===== config.mk =====
export PLATFORM = sky130hd
export DESIGN_NAME = accel_argmax
export DESIGN_NICKNAME = d
export VERILOG_FILES = /design/src/rtl/accel_pkg.sv /design/src/rtl/accel_argmax.sv
export SDC_FILE = /design/constraint.sdc
export NUM_CORES = 1
export LEC_CHECK = 0
export CORE_ASPECT_RATIO = 1.1
export CORE_MARGIN = 2
export CORE_UTILIZATION = 55
export CTS_BUF_LIST = sky130_fd_sc_hd__clkbuf_16
export DETAILED_ROUTE_END_ITERATION = 8
export PLACE_DENSITY = 0.82
export SYNTH_ARGS = -nofsm -noshare
export SYNTH_HDL_FRONTEND = slang
export SYNTH_SLANG_ARGS = --single-unit
export TNS_END_PERCENT = 20

===== constraint.sdc =====
create_clock -name clk -period 5.5 [get_ports clk]
set_input_delay 1.65 -clock clk [delete_from_list [all_inputs] [get_ports clk]]
set_output_delay 1.65 -clock clk [all_outputs]
set_load 0.02 [all_outputs]

===== src/rtl/accel_pkg.sv =====
// Shared types and the fp32 total-order key used by the arg-max reducer.
package accel_pkg;

  typedef logic [31:0] fp32_t;

  typedef enum logic [1:0] {
    ACCUM    = 2'd0,
    EMIT_IDX = 2'd1,
    EMIT_VAL = 2'd2
  } argmax_state_t;

  localparam int ERR_BIT = 31;

  // Maps fp32 bit patterns onto unsigned integers whose order matches the
  // float order: -NaN < -inf < ... < -0.0 < +0.0 < ... < +inf < +NaN.
  function automatic logic [31:0] fp32_key(input fp32_t x);
    return x[31] ? ~x : (x ^ 32'h8000_0000);
  endfunction

endpackage


===== src/rtl/accel_argmax.sv =====
// Reduces each fp32 input vector to {err, index} and the max value,
// emitted as a two-word AXI4-Stream packet.
module accel_argmax
  import accel_pkg::*;
#(
  parameter int VEC_LEN = 4
) (
  input  logic        clk,
  input  logic        rst,
  input  logic [31:0] INPUT_AXIS_TDATA,
  input  logic        INPUT_AXIS_TLAST,
  input  logic        INPUT_AXIS_TVALID,
  output logic        INPUT_AXIS_TREADY,
  output logic [31:0] OUTPUT_AXIS_TDATA,
  output logic        OUTPUT_AXIS_TLAST,
  output logic        OUTPUT_AXIS_TVALID,
  input  logic        OUTPUT_AXIS_TREADY
);

  localparam int IDX_W = (VEC_LEN > 1) ? $clog2(VEC_LEN) : 1;
  localparam logic [IDX_W-1:0] LAST_CNT = IDX_W'(VEC_LEN - 1);

  argmax_state_t    state;
  logic [IDX_W-1:0] count;
  logic [IDX_W-1:0] best_idx;
  fp32_t            best_val;
  logic             err;

  logic             in_hs, out_hs;
  logic             take, at_last, vec_end, vec_err;
  logic [IDX_W-1:0] nxt_idx;
  fp32_t            nxt_val;
  logic [31:0]      idx_word;

  assign INPUT_AXIS_TREADY = rst && (state == ACCUM);
  assign in_hs  = INPUT_AXIS_TVALID && INPUT_AXIS_TREADY;
  assign out_hs = OUTPUT_AXIS_TVALID && OUTPUT_AXIS_TREADY;

  // Strict compare keeps the lowest index on ties; element 0 always loads.
  always_comb begin
    take     = (count == '0) || (fp32_key(INPUT_AXIS_TDATA) > fp32_key(best_val));
    nxt_idx  = take ? count : best_idx;
    nxt_val  = take ? INPUT_AXIS_TDATA : best_val;
    at_last  = (count == LAST_CNT);
    vec_end  = INPUT_AXIS_TLAST || at_last;
    vec_err  = !(INPUT_AXIS_TLAST && at_last);
    idx_word = '0;
    idx_word[IDX_W-1:0] = nxt_idx;
    idx_word[ERR_BIT]   = vec_err;
  end

  always_ff @(posedge clk or negedge rst) begin
    if (!rst) begin
      state              <= ACCUM;
      count              <= '0;
      best_idx           <= '0;
      best_val           <= '0;
      err                <= 1'b0;
      OUTPUT_AXIS_TDATA  <= '0;
      OUTPUT_AXIS_TLAST  <= 1'b0;
      OUTPUT_AXIS_TVALID <= 1'b0;
    end else begin
      case (state)
        ACCUM: begin
          if (in_hs) begin
            best_idx <= nxt_idx;
            best_val <= nxt_val;
            if (vec_end) begin
              // Word0 goes out on the same edge that takes the last element.
              state              <= EMIT_IDX;
              err                <= vec_err;
              count              <= '0;
              OUTPUT_AXIS_TDATA  <= idx_word;
              OUTPUT_AXIS_TLAST  <= 1'b0;
              OUTPUT_AXIS_TVALID <= 1'b1;
            end else begin
              count <= count + 1'b1;
            end
          end
        end
        EMIT_IDX: begin
          if (out_hs) begin
            state             <= EMIT_VAL;
            OUTPUT_AXIS_TDATA <= best_val;
            OUTPUT_AXIS_TLAST <= 1'b1;
          end
        end
        EMIT_VAL: begin
          if (out_hs) begin
            state              <= ACCUM;
            count              <= '0;
            err                <= 1'b0;
            OUTPUT_AXIS_TDATA  <= '0;
            OUTPUT_AXIS_TLAST  <= 1'b0;
            OUTPUT_AXIS_TVALID <= 1'b0;
          end
        end
        default: state <= ACCUM;
      endcase
    end
  end

endmodule


==> impl_metrics.toml <==
[finish]
layout.cells.non_filler = 591
diodes = 0
finalInstanceArea_um2 = 5331
drive_above_1_share_pct = 11.73
fin_nets = 557
synthToLayoutAreaGrowth_pct = 24.55
final_util_pct = 70.95

[hold_path]
holdPathStages = 2
hold_class = "reg -> reg"
worstHoldStart = "OUTPUT_AXIS_TDATA[13]$_DFFE_PN0P_"
whs_endpoint = "OUTPUT_AXIS_TDATA[13]$_DFFE_PN0P_"

[synth]
yosys.area.top_type = "dfrtp_1"
yosysWarnings = 0
synth-main-ff-cell = "dfrtp_1"
netlist_top_cells_area = "dfrtp_1 (42%), ha_1 (11%), mux2_2 (9.2%), xnor2_1 (6.3%), xor2_1 (6.3%)"
syn_nets = 492
synthArstFlopShare_pct = 100.0
synth_cell_type_count = 35
synth_area_per_cell_um2 = 10.29
synth_edf_count = 0
yosysTopAreaCellShare_pct = 42.09
syn_area_um2 = 4280
ys_ff_latch = 72
synthCells = 416
seq_area_frac_synth_pct = 42.09

[worst_setup_path]
cp.required_ns = 5.72
cpMaxStageDelayCell = "o41a_1"
cp_common_cell = "buf_12"
cp-start-kind = "primary input"
crit_buf_inv = 3
cp_max_fo = 24
crit_arrival_ns = 4.87
r2r_end = "best_val[30]$_DFFE_PN0P_"
end_kind = "flip-flop"
worstReg2RegStart = "best_val[31]$_DFFE_PN0P_"
slowest_delay_ns = 0.49
worstSetupPathType = "in -> reg"
cp_top_family = "compound AO/OA/AOI/OAI gates"
crit_chain = "buf_2 > buf_12 > xor2_1 > ha_1 > nand4_1 > nor3_1 > a21boi_0 > o41a_1 > o21a_1 > o2111ai_4 > buf_12 > mux2_2"
r2r_slack_ns = 1.70
reg2regPathDepth = 9

[die]
start_util_pct = 56.96
placementRows = 33
io_pins = 72
die_area_um2 = 8505
core_area_um2 = 7515
fp.dieH_um = 96.53
die_x_um = 88.11

[detailed_routing]
final_antenna_net_count = 0
num_vias = 3111
drc = 0
drt_iter0_markers = 116
wl_per_cell_um = 14.80
dr.pass1.iters = 4
avgViaCountPerCell = 5.264
drt_wl_total_um = 8747

[cts]
cts-root-buf = "clkbuf_16"
cts.repair.resized = 0
clk_pin_slew_ns = 0.06
cts.sinks = 72
insertion_delay_ns = 0.34
hold_buffers = 0
cts_tree = "yes"
clock_path_buffers = 2
h-tree-depth = 3
numCtsBuffers = 9
post-cts-setup-buffer-count = 0

[place]
port_buffers = 71
place_congestion = 0.8486
dp_hpwl_um = 6222
dpl_cell_area_um2 = 5076
pre_cts_ws_ns = 0.5098
place_inst = 575

[run_status]
status = "completed"

[pwr]
peakVddDrop_mv = 0.3532
powerDensity_nw_per_um2 = 608.5
power.leakage_nw = 2.293

[timing]
worst_slack_ns = 0.8479
worst_slew_pin_slew_ns = 0.9219
grt_setup_unrepaired = "no"
min_period_ns = 4.652
skew_ns = 0.007192
fin_tns_setup_ns = 0
slew_viol_final = 0
finalCritPeriodShare_pct = 84.58
max_clock_freq_ghz = 0.2150
maxSlewHeadroom_pct = 38.54
hold_violations = 0
setup-violations-final = 0

[global_routing]
grt_max_degree = 75
grt-ovfl-total = 0
grt_usage_pct = 22.13
antenna_found_initial = 0
grt_pass1_vias = 3162
grt_pass1_wl_um = 14370

[flow_run]
drv_cap = 0
[cell usage after synthesis (6+ instances only)]
| master | instances |
|---|---|
| mux2_2 | 35 |
| dfrtp_1 | 72 |
| a21oi_1 | 15 |
| nand3_1 | 9 |
| nand4_1 | 7 |
| o21ai_0 | 35 |
| buf_1 | 6 |
| nand2_1 | 72 |
| clkbuf_1 | 13 |
| ha_1 | 39 |
| xor2_1 | 31 |
| xnor2_1 | 31 |
[logic make-up (layout without fill, tap and decap cells)]
group	count (synthesis)	count (layout)	share of synthesized area, %
flip-flops	72	72	42.09
multiplexers	38	38	9.939
adder cells (fa/ha/maj)	39	39	11.40
XOR/XNOR	62	62	12.69
AND/OR/NAND/NOR	106	106	10.70
buffers and inverters	27	97	2.894
AO/OA/AOI/OAI	72	72	10.29
[registers in the layout (all words and copies together) (netlist names)]
register	flops
state	2
OUTPUT_AXIS_TDATA	32
OUTPUT_AXIS_TLAST	1
best_idx	2
best_val	32
OUTPUT_AXIS_TVALID	1
count	2
[layout by cell type, fill, tap and decap left out, drive strengths merged, types with 5 or more instances in the layout]
master / netlist / routed
buf: 9 / 7
mux2: 36 / 36
clkdlybuf4s50: 0 / 69
xor2: 31 / 31
ha: 39 / 39
o21ai: 35 / 35
a21oi: 15 / 15
clkinv: 0 / 6
nand4: 7 / 7
dfrtp: 72 / 72
nand3: 9 / 9
nand2: 72 / 72
xnor2: 31 / 31
nor2: 5 / 5
inv: 5 / 6
clkbuf: 13 / 9
[through the flow]
stage / power [mW] / hold WS, ns
finish: 3.244 / 0.4717
global placement: 2.654 / 0.4605
global route: 3.519 / 0.4932
CTS: 3.266 / 0.4803
floorplan: 2.206 / 0.4804
detailed placement: 2.743 / 0.4691
[worst reg2reg max path: stages (launching register included)]
cell and delay [ns]:
dfrtp_2 0.96, xnor2_1 0.17, ha_1 0.35, nand4_1 0.19, nor4_1 0.47, nand3_1 0.29
o21a_1 0.21, o2111ai_4 0.42, buf_12 0.25, mux2_2 0.37
[cell type report]
| type | instances | area, um2 |
|---|---|---|
| Multi-Input combinational cell | 317 | 2357 |
| Clock buffer | 9 | 225.2 |
| Tap cell | 105 | 131.4 |
| Clock inverter | 7 | 30.03 |
| Fill cell | 551 | 2183 |
| Timing Repair Buffer | 76 | 765.7 |
| Inverter | 5 | 18.77 |
| Sequential cell | 72 | 1803 |
[power breakdown]
group / total, mW / internal [mW] / switching, mW / leakage (nW)
Sequential: 1.02 / 0.778 / 0.240 / 0.911
Combinational: 1.72 / 0.834 / 0.887 / 1.25
Clock: 0.505 / 0.296 / 0.209 / 0.133
Total: 3.24 / 1.91 / 1.34 / 2.29
[routing by layer]
| metal | global-route usage [%] | part of all wire, % |
|---|---|---|
| met3 | 2.889 | 2.9 |
| met1 | 28.17 | 46 |
| met5 | 0 | 0 |
| met2 | 37.37 | 49 |
| met4 | 10.61 | 2.3 |
[worst max path at each step]
| stage | from | end | slack (ns) | cells after the start |
|---|---|---|---|---|
| 3_3_place_gp | INPUT_AXIS_TDATA[30] | best_val[29]$_DFFE_PN0P_ | 0.62 | 10 |
| 2_1_floorplan | INPUT_AXIS_TDATA[31] | best_val[10]$_DFFE_PN0P_ | 0.82 | 12 |
| 5_1_grt | INPUT_AXIS_TDATA[31] | best_idx[0]$_DFFE_PN0P_ | 0.60 | 11 |
| 3_5_place_dp | INPUT_AXIS_TDATA[31] | best_idx[0]$_DFFE_PN0P_ | 0.51 | 12 |
| 4_1_cts | INPUT_AXIS_TDATA[31] | best_val[30]$_DFFE_PN0P_ | 0.86 | 12 |
| 6_report | INPUT_AXIS_TDATA[31] | best_val[30]$_DFFE_PN0P_ | 0.85 | 12 |
Power figures use the tool's default switching activity.
